--- config.mk ---
export PLATFORM = sky130hd
export DESIGN_NAME = rob_commit_unit
export DESIGN_NICKNAME = d
export VERILOG_FILES = /design/src/rtl/rob_commit_unit.sv
export SDC_FILE = /design/constraint.sdc
export NUM_CORES = 2
export LEC_CHECK = 0
export CAP_MARGIN = 10
export CORE_MARGIN = 2
export CORE_UTILIZATION = 45
export CTS_BUF_LIST = sky130_fd_sc_hd__clkbuf_8 sky130_fd_sc_hd__clkbuf_16
export DETAILED_ROUTE_END_ITERATION = 8
export PLACE_DENSITY = 0.6
export SLEW_MARGIN = 20
export SYNTH_ARGS = -nofsm -noshare
export SYNTH_HDL_FRONTEND = slang
export SYNTH_SLANG_ARGS = --single-unit
--- constraint.sdc ---
create_clock -name i_clk -period 10.37 [get_ports i_clk]
set_clock_uncertainty 0.2 [all_clocks]
set_input_delay 2.074 -clock i_clk [delete_from_list [all_inputs] [get_ports i_clk]]
set_output_delay 2.074 -clock i_clk [all_outputs]
set_load 0.01 [all_outputs]
--- src/rtl/rob_commit_unit.sv ---
`default_nettype none
// ============================================================================
//  Module      : rob_commit_unit
//  Description : Circular reorder buffer with in-order, two-wide retire.
//                Dispatch allocates up to 2 rows per cycle, functional units
//                complete up to 3 rows per cycle, and retire drives register
//                writes, store commits and physical-register frees.
//  Revision    : 1.0 - initial release
// ============================================================================
module rob_commit_unit #(
    parameter int DEPTH  = 16,
    parameter int IDX_W  = 4,
    parameter int PREG_W = 6,
    parameter int XLEN   = 32
) (
    input  logic              i_clk,
    input  logic              i_rst_n,
    input  logic              i_flush,
    input  logic              i_alloc_valid     [0:1],
    input  logic              i_alloc_reg_write [0:1],
    input  logic              i_alloc_mem_write [0:1],
    input  logic [PREG_W-1:0] i_alloc_pdst      [0:1],
    input  logic [PREG_W-1:0] i_alloc_old_pdst  [0:1],
    output logic              o_alloc_ready,
    output logic [IDX_W-1:0]  o_alloc_idx       [0:1],
    input  logic              i_cmpl_valid      [0:2],
    input  logic [IDX_W-1:0]  i_cmpl_idx        [0:2],
    input  logic [XLEN-1:0]   i_cmpl_data       [0:2],
    output logic              o_w_reg_en        [0:1],
    output logic [PREG_W-1:0] o_w_reg_addr      [0:1],
    output logic [XLEN-1:0]   o_w_reg_data      [0:1],
    output logic              o_w_mem_en        [0:1],
    output logic [XLEN-1:0]   o_w_mem_addr      [0:1],
    output logic [PREG_W-1:0] o_st_preg         [0:1],
    output logic              o_free_en         [0:1],
    output logic [PREG_W-1:0] o_free_preg       [0:1],
    output logic [IDX_W:0]    o_count,
    output logic              o_empty,
    output logic              o_full
);

    localparam logic [IDX_W:0] C_DEPTH = (IDX_W+1)'(DEPTH);
    localparam logic [IDX_W:0] C_TWO   = (IDX_W+1)'(2);

    // Pointers, occupancy and per-row state
    logic [IDX_W-1:0]  head_q, head_d;
    logic [IDX_W-1:0]  tail_q, tail_d;
    logic [IDX_W:0]    count_q, count_d;
    logic              empty_q, full_q;
    logic [DEPTH-1:0]  valid_q, done_q, rw_q, mw_q;
    logic [PREG_W-1:0] pdst_q [DEPTH];
    logic [PREG_W-1:0] old_q  [DEPTH];
    logic [XLEN-1:0]   data_q [DEPTH];

    logic [IDX_W-1:0]  w_head1, w_tail1;
    logic              w_ready, w_acc0, w_acc1, w_ret0, w_ret1;
    logic [1:0]        w_n_alloc, w_n_ret;

    // Allocation acceptance, retire selection and next pointer/count values
    always_comb begin
        w_head1   = head_q + IDX_W'(1);
        w_tail1   = tail_q + IDX_W'(1);
        // Only the registered count gates allocation; same-cycle retires are not credited
        w_ready   = (C_DEPTH - count_q) >= C_TWO;
        w_acc0    = w_ready & i_alloc_valid[0];
        // Lane 1 alone is illegal and ignored
        w_acc1    = w_acc0 & i_alloc_valid[1];
        w_ret0    = valid_q[head_q] & done_q[head_q];
        w_ret1    = w_ret0 & valid_q[w_head1] & done_q[w_head1];
        w_n_alloc = {1'b0, w_acc0} + {1'b0, w_acc1};
        w_n_ret   = {1'b0, w_ret0} + {1'b0, w_ret1};
        head_d    = head_q + IDX_W'(w_n_ret);
        tail_d    = tail_q + IDX_W'(w_n_alloc);
        count_d   = count_q + {{(IDX_W-1){1'b0}}, w_n_alloc}
                            - {{(IDX_W-1){1'b0}}, w_n_ret};
    end

    // Tags offered to dispatch are simply the next two tail slots
    always_comb begin
        o_alloc_idx[0] = tail_q;
        o_alloc_idx[1] = w_tail1;
        o_alloc_ready  = w_ready;
        o_count        = count_q;
        o_empty        = empty_q;
        o_full         = full_q;
    end

    // ROB row storage: completions, then retire invalidation, then allocation
    always_ff @(posedge i_clk or negedge i_rst_n) begin
        if (!i_rst_n) begin
            head_q  <= '0;
            tail_q  <= '0;
            count_q <= '0;
            empty_q <= 1'b1;
            full_q  <= 1'b0;
            valid_q <= '0;
            done_q  <= '0;
            rw_q    <= '0;
            mw_q    <= '0;
            for (int i = 0; i < DEPTH; i++) begin
                pdst_q[i] <= '0;
                old_q[i]  <= '0;
                data_q[i] <= '0;
            end
        end else if (i_flush) begin
            head_q  <= '0;
            tail_q  <= '0;
            count_q <= '0;
            empty_q <= 1'b1;
            full_q  <= 1'b0;
            valid_q <= '0;
            done_q  <= '0;
        end else begin
            // Later lanes overwrite earlier ones when they target the same tag
            for (int l = 0; l < 3; l++) begin
                if (i_cmpl_valid[l] && valid_q[i_cmpl_idx[l]]) begin
                    done_q[i_cmpl_idx[l]] <= 1'b1;
                    data_q[i_cmpl_idx[l]] <= i_cmpl_data[l];
                end
            end
            if (w_ret0) begin
                valid_q[head_q] <= 1'b0;
                done_q[head_q]  <= 1'b0;
            end
            if (w_ret1) begin
                valid_q[w_head1] <= 1'b0;
                done_q[w_head1]  <= 1'b0;
            end
            // Allocation targets are guaranteed free, so they never collide with retiring rows
            if (w_acc0) begin
                valid_q[tail_q] <= 1'b1;
                done_q[tail_q]  <= 1'b0;
                rw_q[tail_q]    <= i_alloc_reg_write[0];
                mw_q[tail_q]    <= i_alloc_mem_write[0];
                pdst_q[tail_q]  <= i_alloc_pdst[0];
                old_q[tail_q]   <= i_alloc_old_pdst[0];
            end
            if (w_acc1) begin
                valid_q[w_tail1] <= 1'b1;
                done_q[w_tail1]  <= 1'b0;
                rw_q[w_tail1]    <= i_alloc_reg_write[1];
                mw_q[w_tail1]    <= i_alloc_mem_write[1];
                pdst_q[w_tail1]  <= i_alloc_pdst[1];
                old_q[w_tail1]   <= i_alloc_old_pdst[1];
            end
            head_q  <= head_d;
            tail_q  <= tail_d;
            count_q <= count_d;
            empty_q <= (count_d == '0);
            full_q  <= (count_d == C_DEPTH);
        end
    end

    // Registered retire outputs: one-cycle pulses for each slot that retires
    always_ff @(posedge i_clk or negedge i_rst_n) begin
        if (!i_rst_n) begin
            for (int s = 0; s < 2; s++) begin
                o_w_reg_en[s]   <= 1'b0;
                o_w_reg_addr[s] <= '0;
                o_w_reg_data[s] <= '0;
                o_w_mem_en[s]   <= 1'b0;
                o_w_mem_addr[s] <= '0;
                o_st_preg[s]    <= '0;
                o_free_en[s]    <= 1'b0;
                o_free_preg[s]  <= '0;
            end
        end else begin
            for (int s = 0; s < 2; s++) begin
                logic [IDX_W-1:0] e;
                logic             r;
                e = (s == 0) ? head_q : w_head1;
                r = ((s == 0) ? w_ret0 : w_ret1) & ~i_flush;
                // A store uses pdst as its data source, so it never writes the register file
                o_w_reg_en[s]   <= r & rw_q[e] & ~mw_q[e];
                o_w_reg_addr[s] <= (r & rw_q[e] & ~mw_q[e]) ? pdst_q[e] : '0;
                o_w_reg_data[s] <= (r & rw_q[e] & ~mw_q[e]) ? data_q[e] : '0;
                o_w_mem_en[s]   <= r & mw_q[e];
                o_w_mem_addr[s] <= (r & mw_q[e]) ? data_q[e] : '0;
                o_st_preg[s]    <= (r & mw_q[e]) ? pdst_q[e] : '0;
                o_free_en[s]    <= r & rw_q[e];
                o_free_preg[s]  <= (r & rw_q[e]) ? old_q[e] : '0;
            end
        end
    end

endmodule
`default_nettype wire

==> metrics.md <==
| Metric | Value |
|---|---|
| Max-Cap Viols | `0` |
| Warning count from the yosys run | `0` |
| Min-Delay Endpoint | `data_q[114]` |
| Layout cells sized above 1 | `17.1%` |
| Slew Limit Fails | `0` |
| Synth Net Count | `6528` |
| Initial DRC Count | `9218` |
| Fin. Hold Viols | `0` |
| CP cell instances | `buf_4 -> buf_4 -> nand3_1 -> o211ai_1 -> a211o_1 -> nand4_1 -> inv_1 -> and2_1 -> ha_1 -> ha_1 -> inv_1 -> ha_1 -> fa_1 -> a21oi_1 -> nor2_1 -> nor2_1 -> xnor2_1 -> nor2_1 -> a21oi_1` |
| Worst Path Required | `10.86 ns` |
| GPL Wtd Cong | `0.953` |
| Final core utilization | `51.2%` |
| DR vias | `59500` |
| Sequential power share | `37.8%` |
| Row count | `137` |
| Wire per inst | `33.7 um` |
| Worst reg2reg path depth | `19` |
| Terminus of the critical flop-to-flop path | `o_empty` |
| Post-synthesis instance total | `6354` |
| Asr flop ratio synth | `100%` |
| Number of enable flip-flop cells after synthesis | `0` |
| CP max FO | `60` |
| Logic pwr share | `31.3%` |
| Mapped cell area | `63000 um^2` |
| Hold Buf Count CTS | `0` |
| Final HPWL DP | `159000 um` |
| Vias in the first global route | `56500` |
| GRT overflow | `0` |
| Worst-Margin Slew | `1.27 ns` |
| Pin count of the biggest net entering global routing | `196` |
| Die Y | `378 um` |
| Slew margin rel. | `15.4%` |
| Largest buffer count on any clock path | `3` |
| Clk Latency, worst-skew pair | `0.78 ns` |
| Avg Inst Size Synth | `9.92 um^2` |
| Hold Crit Class | `reg2reg` |
| FF-to-FF setup slack | `4.17 ns` |
| Unrepaired setup endpoints after global routing | `no` |
| Sequential share of the synthesized area | `37.8%` |
| Crit Path Class | `reg2reg` |
| Worst Path Buf+Inv | `4` |
| Tcrit/Tclk final | `59.7%` |
| Cell family with most CP delay | `buffers and inverters` |
| Initial core utilization | `45.2%` |
| Min Hold Slack | `0.332 ns` |
| Ports | `330` |
| H-tree Lvls | `3` |
| DR pass1 iterations | `6` |
| Pleak | `28.9 nW` |
| Hold path startpoint | `data_q[114]` |
| TritonCTS clock tree | `yes` |
| Total detailed-routing wirelength | `276000 um` |
| Worst Setup SP | `head_q[1]` |
| Clk network pwr share | `30.9%` |
| Pint | `8.96 mW` |
| Global-route wire length before repair | `399000 um` |
| GRT Overall Usage | `37.9%` |
| Fmax | `0.161 GHz` |
| R2r startpoint | `head_q[1]` |
| Most common cell after layout, fill and taps aside | `nand2_1` |
| Nets | `6360` |
| IO buf count | `329` |
| Max incr delay on CP | `0.91 ns` |
| Die X-Extent | `378 um` |
| Worst path slowest cell | `buf_4` |
| Initial antenna violation count | `30` |
| Power density over the cells | `191 nW/um^2` |
| Element type at the critical path start | `register` |
| TritonCTS buffer count | `112` |
| Core area | `139000 um^2` |
| Worst Path Arrival | `6.68 ns` |
| Drt drc | `0` |
| Yosys reg bits | `953` |
| Final setup viols | `0` |
| Hold Path Cell Cnt | `2` |
| Sw Share | `34.1%` |
| P_sw | `4.64 mW` |
| Status | `complete, no violations` |
| CP endpoint kind | `register` |
| Die area | `143000 um^2` |
| Yosys cell types | `87` |
| CTS resizes | `0` |
| P&R area growth vs syn | `13.1%` |
| Most used DFF post-synth | `dfrtp_1` |
| Min Tclk post-route | `6.20 ns` |
| Worst VDD drop | `0.000163 V` |
| Commonest cells after routing, fill and taps aside | `nand2_1 (969), dfrtp_1 (949), mux4_2 (422)` |
| Clk pin slew, worst setup/hold paths | `0.06 ns` |
| Post-CTS Setup Inserts | `0` |
| Post-DR vias/cell | `7.27` |
| Setup TNS Final | `0 ns` |
| Routed Antenna Nets | `0` |
| Root buf cell | `clkbuf_16` |
| Clock Sinks | `953` |
-- worst min-delay path, stage by stage (launching register included) --
cell and delay [ns]:
dfrtp_1 0.38, a32oi_1 0.07, nand2_1 0.06
-- sequential cells by signal, summed over array words and instances (netlist names), 16 cells and up --
signal	flops
done_q	16
mw_q	16
pdst_q	96
data_q	512
o_w_mem_addr	64
valid_q	16
old_q	96
rw_q	16
o_w_reg_data	64
-- final cells by class --
type / instances / area (um^2)
fillers: 12400 / 68000
well taps: 1876 / 2350
multi-input cells: 4588 / 36500
clock buffers: 145 / 3270
clock inverters: 67 / 596
inverters: 52 / 203
diodes: 17 / 42.5
repair buffers: 479 / 4550
flip-flops and latches: 953 / 23900
-- worst max path at each step --
stage,endpoint,slack [ns],cells past startpoint
floorplan,o_empty,5.09,23
global placement,data_q[362],4.26,9
detailed placement,data_q[371],4.22,9
CTS,o_empty,4.23,18
global route,o_empty,3.81,18
finish,o_empty,4.17,19
-- cells by family after synthesis --
family	share of synthesized area (%)
xor+xnor	0.206
mux	21.0
flops	37.8
simple gates	14.8
fa+ha+maj	0.643
compound gates	20.4
buf+inv	5.13
-- synth_stat cells (35+ instances only) --
master    instances  area share, %
o211ai_1         41           0.49
mux4_2          422             15
o21ai_0         268            2.1
mux2i_1         372            5.9
a21oi_1         133            1.1
and2_1           94           0.93
nand2_1         974            5.8
a22oi_1         227            2.7
nor2_1          406            2.4
a31oi_1          96           0.95
dfrtp_1         952             38
o22ai_1          60           0.60
clkbuf_1        582            3.5
buf_1            61           0.36
nor2b_1          62           0.62
a221o_1         160            2.5
inv_1            50           0.30
a211o_1          35           0.49
and3_1           60           0.60
o221a_2         181            3.2
nand3_1         375            3.0
a221oi_1         96            1.3
buf_2           103           0.82
o311ai_0        126            1.8
-- per-stage QoR --
stage	std cells	instance area (um^2)	setup WS, ns	power (mW)
floorplan	6354	63000	5.09	8.07
global placement	7947	67400	4.26	9.24
detailed placement	7948	67400	4.22	9.36
CTS	8160	71300	4.23	13.6
global route	8170	71300	3.81	14.2
finish	8177	71300	4.17	13.6
-- power groups by stage --
stage	combinational (mW)	clock [mW]	sequential (mW)
global placement	4.12	0	5.12
floorplan	3.16	0	4.90
global route	4.57	4.38	5.22
detailed placement	4.20	0	5.16
CTS	4.21	4.23	5.10
finish	4.25	4.20	5.14
-- metal layers --
metal  vias to the layer above  wire length [um]  GRT usage, %
met5                         -               265             0
met4                        34             17000          21.3
met3                      1013             38000          12.6
met2                      4488            118000          54.2
met1                     29900            103000          50.2
li1                      24000                 -             -
Power figures use the tool's default switching activity.
